## config.mk

```make
export PLATFORM = sky130hd
export DESIGN_NAME = imem_loader
export DESIGN_NICKNAME = d
export VERILOG_FILES = /design/src/rtl/imem_pkg.sv /design/src/rtl/imem_loader.sv
export SDC_FILE = /design/constraint.sdc
export NUM_CORES = 1
export LEC_CHECK = 0
export ABC_CLOCK_PERIOD_IN_PS = 2600
export CAP_MARGIN = 20
export CORE_MARGIN = 2
export CORE_UTILIZATION = 30
export CTS_BUF_LIST = sky130_fd_sc_hd__clkbuf_4
export CTS_CLUSTER_DIAMETER = 200
export DETAILED_ROUTE_END_ITERATION = 16
export GPL_ROUTABILITY_DRIVEN = 0
export GPL_TIMING_DRIVEN = 0
export PLACE_DENSITY_LB_ADDON = 0.08
export SYNTH_ARGS = -nofsm -noshare
export SYNTH_HDL_FRONTEND = slang
export SYNTH_SLANG_ARGS = --single-unit
```

## constraint.sdc

```tcl
create_clock -name clk -period 2.6 [get_ports clk]
set_clock_uncertainty 0.1 [all_clocks]
set_input_delay 0.39 -clock clk [delete_from_list [all_inputs] [get_ports clk]]
set_output_delay 0.39 -clock clk [all_outputs]
set_load 0.01 [all_outputs]
```

## src/rtl/imem_pkg.sv

```systemverilog
// Shared constants and FSM state encoding for the instruction-memory loader.
package imem_pkg;

  localparam int unsigned ADDR_W = 8;
  localparam int unsigned DATA_W = 16;
  localparam int unsigned SIZE   = 256;
  localparam int unsigned BYTE_W = 8;

  typedef enum logic [2:0] {
    IDLE  = 3'd0,
    COUNT = 3'd1,
    HI    = 3'd2,
    LO    = 3'd3,
    WR    = 3'd4,
    CHK   = 3'd5,
    DONE  = 3'd6
  } state_t;

  // States in which the byte stream may be consumed.
  function automatic logic takes_byte(input state_t s);
    return (s == COUNT) || (s == HI) || (s == LO) || (s == CHK);
  endfunction

endpackage

```

## src/rtl/imem_loader.sv

```systemverilog
// Byte-serial program image loader: frames [N][hi lo]*(N+1)[CHK] into 16-bit
// instruction memory writes, holding the CPU in reset while loading.
module imem_loader
  import imem_pkg::*;
(
  input  logic              clk,
  input  logic              reset_n,
  input  logic              start,
  input  logic              in_valid,
  input  logic [BYTE_W-1:0] in_byte,
  output logic              in_ready,
  output logic              mem_we,
  output logic [ADDR_W-1:0] mem_addr,
  output logic [DATA_W-1:0] mem_wdata,
  output logic              cpu_hold,
  output logic              busy,
  output logic              done,
  output logic              err
);

  state_t              state_q, state_d;
  logic [BYTE_W-1:0]   hi_q, hi_d;
  logic [ADDR_W-1:0]   rem_q, rem_d;
  logic [ADDR_W-1:0]   addr_q, addr_d;
  logic [BYTE_W-1:0]   xor_q, xor_d;

  logic                in_ready_d;
  logic                mem_we_d;
  logic [ADDR_W-1:0]   mem_addr_d;
  logic [DATA_W-1:0]   mem_wdata_d;
  logic                cpu_hold_d;
  logic                busy_d;
  logic                done_d;
  logic                err_d;

  logic                accept_c;

  // in_ready is registered from the state it describes, so it is exact here.
  assign accept_c = in_valid & in_ready;

  // Next-state and next-output logic.
  always_comb begin
    state_d     = state_q;
    hi_d        = hi_q;
    rem_d       = rem_q;
    addr_d      = addr_q;
    xor_d       = xor_q;
    mem_we_d    = 1'b0;
    mem_addr_d  = mem_addr;
    mem_wdata_d = mem_wdata;
    cpu_hold_d  = cpu_hold;
    done_d      = 1'b0;
    err_d       = err;

    unique case (state_q)
      IDLE: begin
        if (start) begin
          state_d    = COUNT;
          err_d      = 1'b0;
          addr_d     = '0;
          xor_d      = '0;
          mem_addr_d = '0;
          cpu_hold_d = 1'b1;
        end
      end
      COUNT: begin
        if (accept_c) begin
          rem_d   = ADDR_W'(in_byte);
          state_d = HI;
        end
      end
      HI: begin
        if (accept_c) begin
          hi_d    = in_byte;
          xor_d   = xor_q ^ in_byte;
          state_d = LO;
        end
      end
      LO: begin
        if (accept_c) begin
          xor_d       = xor_q ^ in_byte;
          mem_we_d    = 1'b1;
          mem_addr_d  = addr_q;
          mem_wdata_d = {hi_q, in_byte};
          state_d     = WR;
        end
      end
      WR: begin
        // Remaining counts down, so the address never wraps inside a frame.
        if (rem_q != '0) begin
          rem_d   = rem_q - ADDR_W'(1);
          addr_d  = addr_q + ADDR_W'(1);
          state_d = HI;
        end else begin
          state_d = CHK;
        end
      end
      CHK: begin
        if (accept_c) begin
          err_d      = (in_byte != xor_q);
          done_d     = 1'b1;
          cpu_hold_d = 1'b0;
          state_d    = DONE;
        end
      end
      DONE: begin
        state_d = IDLE;
      end
      default: begin
        state_d = IDLE;
      end
    endcase

    in_ready_d = takes_byte(state_d);
    busy_d     = (state_d != IDLE);
  end

  // State and output registers; CPU stays held out of reset until a load completes.
  always_ff @(posedge clk or negedge reset_n) begin
    if (!reset_n) begin
      state_q   <= IDLE;
      hi_q      <= '0;
      rem_q     <= '0;
      addr_q    <= '0;
      xor_q     <= '0;
      in_ready  <= 1'b0;
      mem_we    <= 1'b0;
      mem_addr  <= '0;
      mem_wdata <= '0;
      cpu_hold  <= 1'b1;
      busy      <= 1'b0;
      done      <= 1'b0;
      err       <= 1'b0;
    end else begin
      state_q   <= state_d;
      hi_q      <= hi_d;
      rem_q     <= rem_d;
      addr_q    <= addr_d;
      xor_q     <= xor_d;
      in_ready  <= in_ready_d;
      mem_we    <= mem_we_d;
      mem_addr  <= mem_addr_d;
      mem_wdata <= mem_wdata_d;
      cpu_hold  <= cpu_hold_d;
      busy      <= busy_d;
      done      <= done_d;
      err       <= err_d;
    end
  end

endmodule
```

==> results of run 1 <==
registers in the layout, indices dropped and copies added, names as in the netlist:
signal     count
in_ready       1
state_q        3
rem_q          8
mem_addr       8
err            1
xor_q          8
mem_we         1
busy           1
addr_q         8
hi_q           8
done           1
cpu_hold       1
mem_wdata     16
routing by layer:
layer	share of wire	global-route usage
met1	0.47	0.2019
met2	0.48	0.2344
met3	0.040	0.04010
met4	0.0066	0.04344
met5	0	0
kinds of logic (layout without fill, tap and decap cells):
logic type                 Yosys count  count (layout)  synth area share
adders and majority gates            3               3           0.01238
xor gates and xnor gates             2               2          0.005779
DFF                                 65              65            0.5369
and+or+nand+nor                     94              94            0.1692
muxes                               26              26           0.09616
buffers and inverters               25              83           0.03343
AOI/OAI and AO/OA                   67              67            0.1461
path summary, 6_finish.rpt:
| path | to | slack, ns | depth (start not counted) |
|---|---|---|---|
| max in group asynchronous | rem_q[7] | 1.85 | 1 |
| min in group clk | cpu_hold | 0.39 | 2 |
| max reg2reg | rem_q[1] | 0.26 | 6 |
| min | in_ready | -0.01 | 1 |
| min reg2reg | cpu_hold | 0.39 | 2 |
| max | rem_q[1] | 0.26 | 6 |
final cells by class:
| type | instances | area (um2) | area share |
|---|---|---|---|
| clock inverters | 4 | 68.82 | 0.01820 |
| clock buffers | 11 | 82.58 | 0.02184 |
| flip-flops and latches | 65 | 1628 | 0.4305 |
| multi-input cells | 192 | 1314 | 0.3475 |
| repair buffers | 43 | 420.4 | 0.1112 |
| well taps | 133 | 166.4 | 0.04401 |
| inverters | 14 | 52.55 | 0.01390 |
| plain buffers | 11 | 48.80 | 0.01291 |
metrics by stage:
stage | hold slack [ns] | setup slack, ns | instances | util
6_report | -0.01413 | 0.2576 | 473 | 0.3868
5_1_grt | 0.02068 | 0.04439 | 473 | 0.3868
4_1_cts | 0.01109 | 0.009102 | 471 | 0.3856
3_5_place_dp | 0.3725 | -0.2572 | 456 | 0.3689
3_3_place_gp | 0.3740 | -1.403 | 456 | 0.3692
2_1_floorplan | -0.005591 | 0.5087 | 282 | -
power by group:
group / internal [mW] / leakage, nW / switching [mW] / total, mW
clock network: 0.403 / 0.0844 / 0.352 / 0.755
logic: 0.886 / 0.660 / 0.861 / 1.75
registers: 1.42 / 0.818 / 0.280 / 1.70
critical path, delay by kind of cell, from the launching register on:
| family | cells | cell delay [ns] |
|---|---|---|
| flops | 1 | 0.44 |
| buf+inv | 1 | 0.10 |
| compound gates | 1 | 0.30 |
| simple gates | 2 | 0.77 |
| mux | 1 | 0.36 |
| fa+ha+maj | 1 | 0.16 |
synth_stat cells, drive strengths merged, types with 4 or more instances:
cell and instances:
dfrtp 64, mux2 25, or4 4, a22o 8, o21ai 26, nand2b 18, buf 5, nand2 20
clkbuf 6, a21oi 9, nand3 16, nor4 4, nor2 13, nand4 5, inv 14
what timing repair did:
item	CTS	global route
hold buffers	0	0
setup endpoints to repair	1	0
resized for setup	2	0
==> impl_results.md, run 1 <==
- Cell chain of the critical path: inv_1, ha_1, nor3b_2, a21oi_1, nor2_1, mux2_2
- CP Launch Type: flip-flop
- Setup crit end kind: flip-flop
- Via-per-instance ratio: roughly 5.0
- CP Class: reg -> reg
- Layout cells sized above 1: 0.1647
- Failing checks: negative hold slack
- Clk_lat worst skew: just under 0.4 ns
- Antenna Violating Nets Remaining: 0
- Synthesis-stage register bit count: 65
- Final period util: 0.9009
- Post-CTS Setup Repair Bufs: 0
- Most frequent cells in the layout: 64 x dfrtp_1, 40 x clkdlybuf4s50_1, 25 x o21ai_0, 25 x mux2_2, 20 x nand2_1
- Worst reg2reg path startpoint: rem_q[0]
- CTS Sinks: 65
- Wire per inst: between 15 and 20 um
- Cell Area, Synth: 0.003032 mm2
- Worst-case vdd ir drop: ~460 uV
- Vias in the first global route: about 2400
- Max stage delay on crit path: approximately 0.47 ns
- Crit path launch: rem_q[0]
- First-pass GRT wire length: about 13000 um
- Row count: 36
- Placed cell area: around 0.0036 mm2
- GRT Util Overall: 0.1494
- Distinct cell type count after synthesis: between 40 and 50
- Die Span Y: 104.5 um
- Synth async-reset ratio: 1.000
- Synth area leader: dfrtp_1
- Worst slew margin: 0.4360
- Total power draw: roughly 4.2 mW
- Lkg Pwr: between 1.5 and 2 nW
- HP Class: in -> async
- Port Buffers: 41
- Yosys warning total: 0
- Largest cells by area after synthesis: dfrtp_1 53%, mux2_2 9.3%, o21ai_0 4.1%, nand2b_1 3.7%, nand3_1 2.6%
- Global route total overflow: 0
- Final instance area: approximately 0.0038 mm2
- Clk pin slew, worst setup/hold paths: 0.10 ns
- Synth Flop Type: dfrtp_1
- Avg Inst Size Synth: 10.75 um2
- Vias: ~2400
- Max cap viols: 0
- Max frequency: around 430 MHz
- Crit-path max FO: 7
- RSZ-0062 raised after global routing: false
- Max Root-Sink Buffers: 2
- # nets final: 351
- Final Hold Viols: 14
- Total Neg Setup Slack: 0 ns
- Mapped Cells: 282
- Clock Tree Root: clkbuf_4
- CTS buffer count: 9
- Slew Limit Fails: 0
- # IOs: between 40 and 50
- DR DRC count: 0
- Critical Path AT: 2.53 ns
- Initial DRC Count: 81
- WHS: -0.01413 ns
- Initial antenna violation count: 0
- CTS tree: done
- H-tree levels: 3
- Top cell type's share of synthesized area: 0.5283
- Antenna Cells: 0
- Die ar.: approximately 0.011 mm2
- Die width: about 100 um
- Slowest cell on crit path: nor3b_2
- Area grow syn2layout: 24.72%
- Power per cell area: roughly 1100 mW/mm2
- Total core area: around 0.0098 mm2
- Critical Path RT: 2.79 ns
- Largest net degree at the start of global routing: 66
- Commonest non-fill, non-tap cell in the layout: dfrtp_1
- Worst Tran Pin Value: 0.8460 ns
- Total wire length: ~7500 um
- Pre-Repair DR Iteration Count: 4
- Sequential fraction of the synthesis area: 0.5369
- Post-layout min period: 2.342 ns
- Initial Util: 0.3102
- EDFF count, synth: 0
- # fillers: between 1000 and 1500
- Post-DP HPWL: around 5000 um
- Setup-failing EPs final: 0
- Status: complete, but fails checks
- Mapped Nets: ~300
Power figures use the tool's default switching activity.
==> run 2, diff against run 1 <==
--- a/config.mk
+++ b/config.mk
@@ -10,7 +10,6 @@
 export CORE_MARGIN = 2
 export CORE_UTILIZATION = 30
 export CTS_BUF_LIST = sky130_fd_sc_hd__clkbuf_4
-export CTS_CLUSTER_DIAMETER = 200
 export DETAILED_ROUTE_END_ITERATION = 16
 export GPL_ROUTABILITY_DRIVEN = 0
 export GPL_TIMING_DRIVEN = 0
==> results of run 2 <==
Final layout, timing and power as in run 1 (identical DEF).
==> run 3, diff against run 2 <==
==> constraint.sdc (replaced) <==
create_clock -name clk -period 2.6 [get_ports clk]
set_clock_uncertainty 0.1 [all_clocks]
set_input_delay 0.26 -clock clk [delete_from_list [all_inputs] [get_ports clk]]
set_output_delay 0.26 -clock clk [all_outputs]
set_load 0.01 [all_outputs]
==> impl_results.md, run 3 (synthesized netlist as in run 1, its figures left out) <==
- Status: finished clean
- DR DRC count: 0 (unchanged)
- CP Launch Type: flip-flop
- Final instance area: 0.003791 mm2 (+0.26%)
- Vias in the first global route: 2420 (unchanged)
- Worst slew margin: 0.4345 (-0.001481)
- Initial antenna violation count: 0 (unchanged)
- Max frequency: 425.6 MHz (-0.31%)
- Via-per-instance ratio: 5.006 (-0.17%)
- Die Span Y: 104.5 um (unchanged)
- Crit-path max FO: 7 (unchanged)
- Wire per inst: 15.79 um (-0.13%)
- CP Class: reg -> reg
- Total core area: 0.009774 mm2 (unchanged)
- Final cell count without fillers: 474 (+0.21%)
- Largest register FFs: 16 (unchanged)
- Most frequent cells in the layout: 64 x dfrtp_1, 40 x clkdlybuf4s50_1, 25 x o21ai_0, 25 x mux2_2, 20 x nand2_1
- Power per cell area: 1109 mW/mm2 (-0.23%)
- Final Hold Viols: 0 (-14)
- Setup-failing EPs final: 0 (unchanged)
- Pre-CTS WS: -0.1677 ns (+0.08956 ns)
- CTS tree: done
- Critical Path Sink: rem_q[1]
- Max cap viols: 0 (unchanged)
- Post-layout min period: 2.350 ns (+0.007176 ns)
- Die ar.: 0.01093 mm2 (unchanged)
- Initial DRC Count: 80 (-1.2%)
- Antenna Cells: 0 (unchanged)
- Final WS setup: 0.2505 ns (-0.007176 ns)
- Post-CTS Setup Repair Bufs: 0 (unchanged)
- Flop2flop setup slack: 0.25 ns (about the same)
- RSZ-0062 raised after global routing: false
- # IOs: 42 (unchanged)
- Die width: 104.5 um (unchanged)
- Post-DP HPWL: 5001 um (unchanged)
- Worst Tran Pin Value: 0.8482 ns (+0.002222 ns)
- Layout cells sized above 1: 0.1642 (-0.0004830)
- Port Buffers: 41 (unchanged)
- Final period util: 0.9037 (+0.002760)
- HP Class: reg -> reg
- Area grow syn2layout: 25.05%
- Worst reg2reg path startpoint: rem_q[0]
- GRT Util Overall: 0.1494 (unchanged)
- Total wire length: 7483 um (about the same)
- CTS Sinks: 65 (unchanged)
- Clk pin slew, worst setup/hold paths: 0.10 ns (about the same)
- Max Root-Sink Buffers: 2 (unchanged)
- Crit path launch: rem_q[0]
- Antenna Violating Nets Remaining: 0 (unchanged)
- Clk_lat worst skew: 0.39 ns (about the same)
- Lkg Pwr: 1.567 nW (+0.27%)
- Reg with most FFs: mem_wdata
- Largest net degree at the start of global routing: 66 (unchanged)
- CTS buffer count: 9 (unchanged)
- First-pass GRT wire length: 12850 um (unchanged)
- # nets final: 352 (+0.28%)
- Worst-case vdd ir drop: 455.6 uV (about the same)
- Setup crit end kind: flip-flop
- Critical Path RT: 2.79 ns (about the same)
- Reg-to-reg endpoint: rem_q[1]
- Critical Path AT: 2.54 ns (about the same)
- H-tree levels: 3 (unchanged)
- Vias: 2373 (+0.042%)
- Placed cell area: 0.003606 mm2 (unchanged)
- Clock Tree Root: clkbuf_4
- Slew Limit Fails: 0 (unchanged)
- Row count: 36 (unchanged)
- Commonest non-fill, non-tap cell in the layout: dfrtp_1
- Inst Count DP: 456 (unchanged)
- Pre-Repair DR Iteration Count: 4 (unchanged)
- Global route total overflow: 0 (unchanged)
- Reg2Reg Depth: 6 (unchanged)
- Initial Util: 0.3102 (unchanged)
-- run 3: cell types whose count changed in the layout (fill, tap and decap cells not counted), sizes merged --
| cell | delta |
|---|---|
| dlygate4sd3 | +1 |
-- run 3: worst max-delay path, cell delays in order (launching register included) --
cell and delay (ns):
dfrtp_1 0.44, inv_1 0.10, ha_1 0.16, nor3b_2 0.48, a21oi_1 0.30, nor2_1 0.30
mux2_2 0.36
-- run 3: layer usage --
layer / share of wire / GRT usage
met1: 0.48 / 0.2019
met3: 0.040 / 0.04010
met5: 0 / 0
met4: 0.0065 / 0.04344
met2: 0.48 / 0.2344
-- run 3: what timing repair did --
| action | 4_1_cts | 5_1_grt |
|---|---|---|
| hold buffers | 1 | 0 |
| resized for setup | 2 | 0 |
| endpoints found under the setup margin | 1 | 0 |
| endpoints found under the hold margin | 64 | 0 |
-- run 3: worst min path at each step --
stage,startpoint,end,cells after the start,slack (ns)
2_1_floorplan,reset_n,addr_q[0],0,-0.14
3_3_place_gp,cpu_hold,cpu_hold,2,0.37
3_5_place_dp,reset_n,mem_addr[6],1,0.34
4_1_cts,cpu_hold,cpu_hold,2,0.39
5_1_grt,reset_n,addr_q[7],2,0.44
6_report,cpu_hold,cpu_hold,2,0.39
-- run 3: final cells by class --
| cell class | count | area, um2 |
|---|---|---|
| buffer | 11 | 48.80 |
| clock buffer | 11 | 82.58 |
| clock inverter | 4 | 68.82 |
| fill | 1013 | 5983 |
| inverter | 14 | 52.55 |
| multi-input combinational | 192 | 1314 |
| sequential | 65 | 1628 |
| tap | 133 | 166.4 |
| timing repair buffer | 44 | 430.4 |
-- run 3: per-stage QoR --
step | total power [mW] | hold WS, ns | setup TNS [ns] | utilization
2_1_floorplan | 2.738 | -0.1356 | 0 | -
3_3_place_gp | 3.435 | 0.3740 | -82.56 | 0.3692
3_5_place_dp | 3.465 | 0.3394 | -1.222 | 0.3689
4_1_cts | 4.255 | 0.3894 | 0 | 0.3866
5_1_grt | 4.557 | 0.4375 | 0 | 0.3879
6_report | 4.205 | 0.3877 | 0 | 0.3879
-- run 3: power breakdown --
part / leakage (nW) / switching, mW / internal (mW)
Clock: 0.0844 / 0.352 / 0.403
Combinational: 0.664 / 0.861 / 0.887
Sequential: 0.818 / 0.280 / 1.42
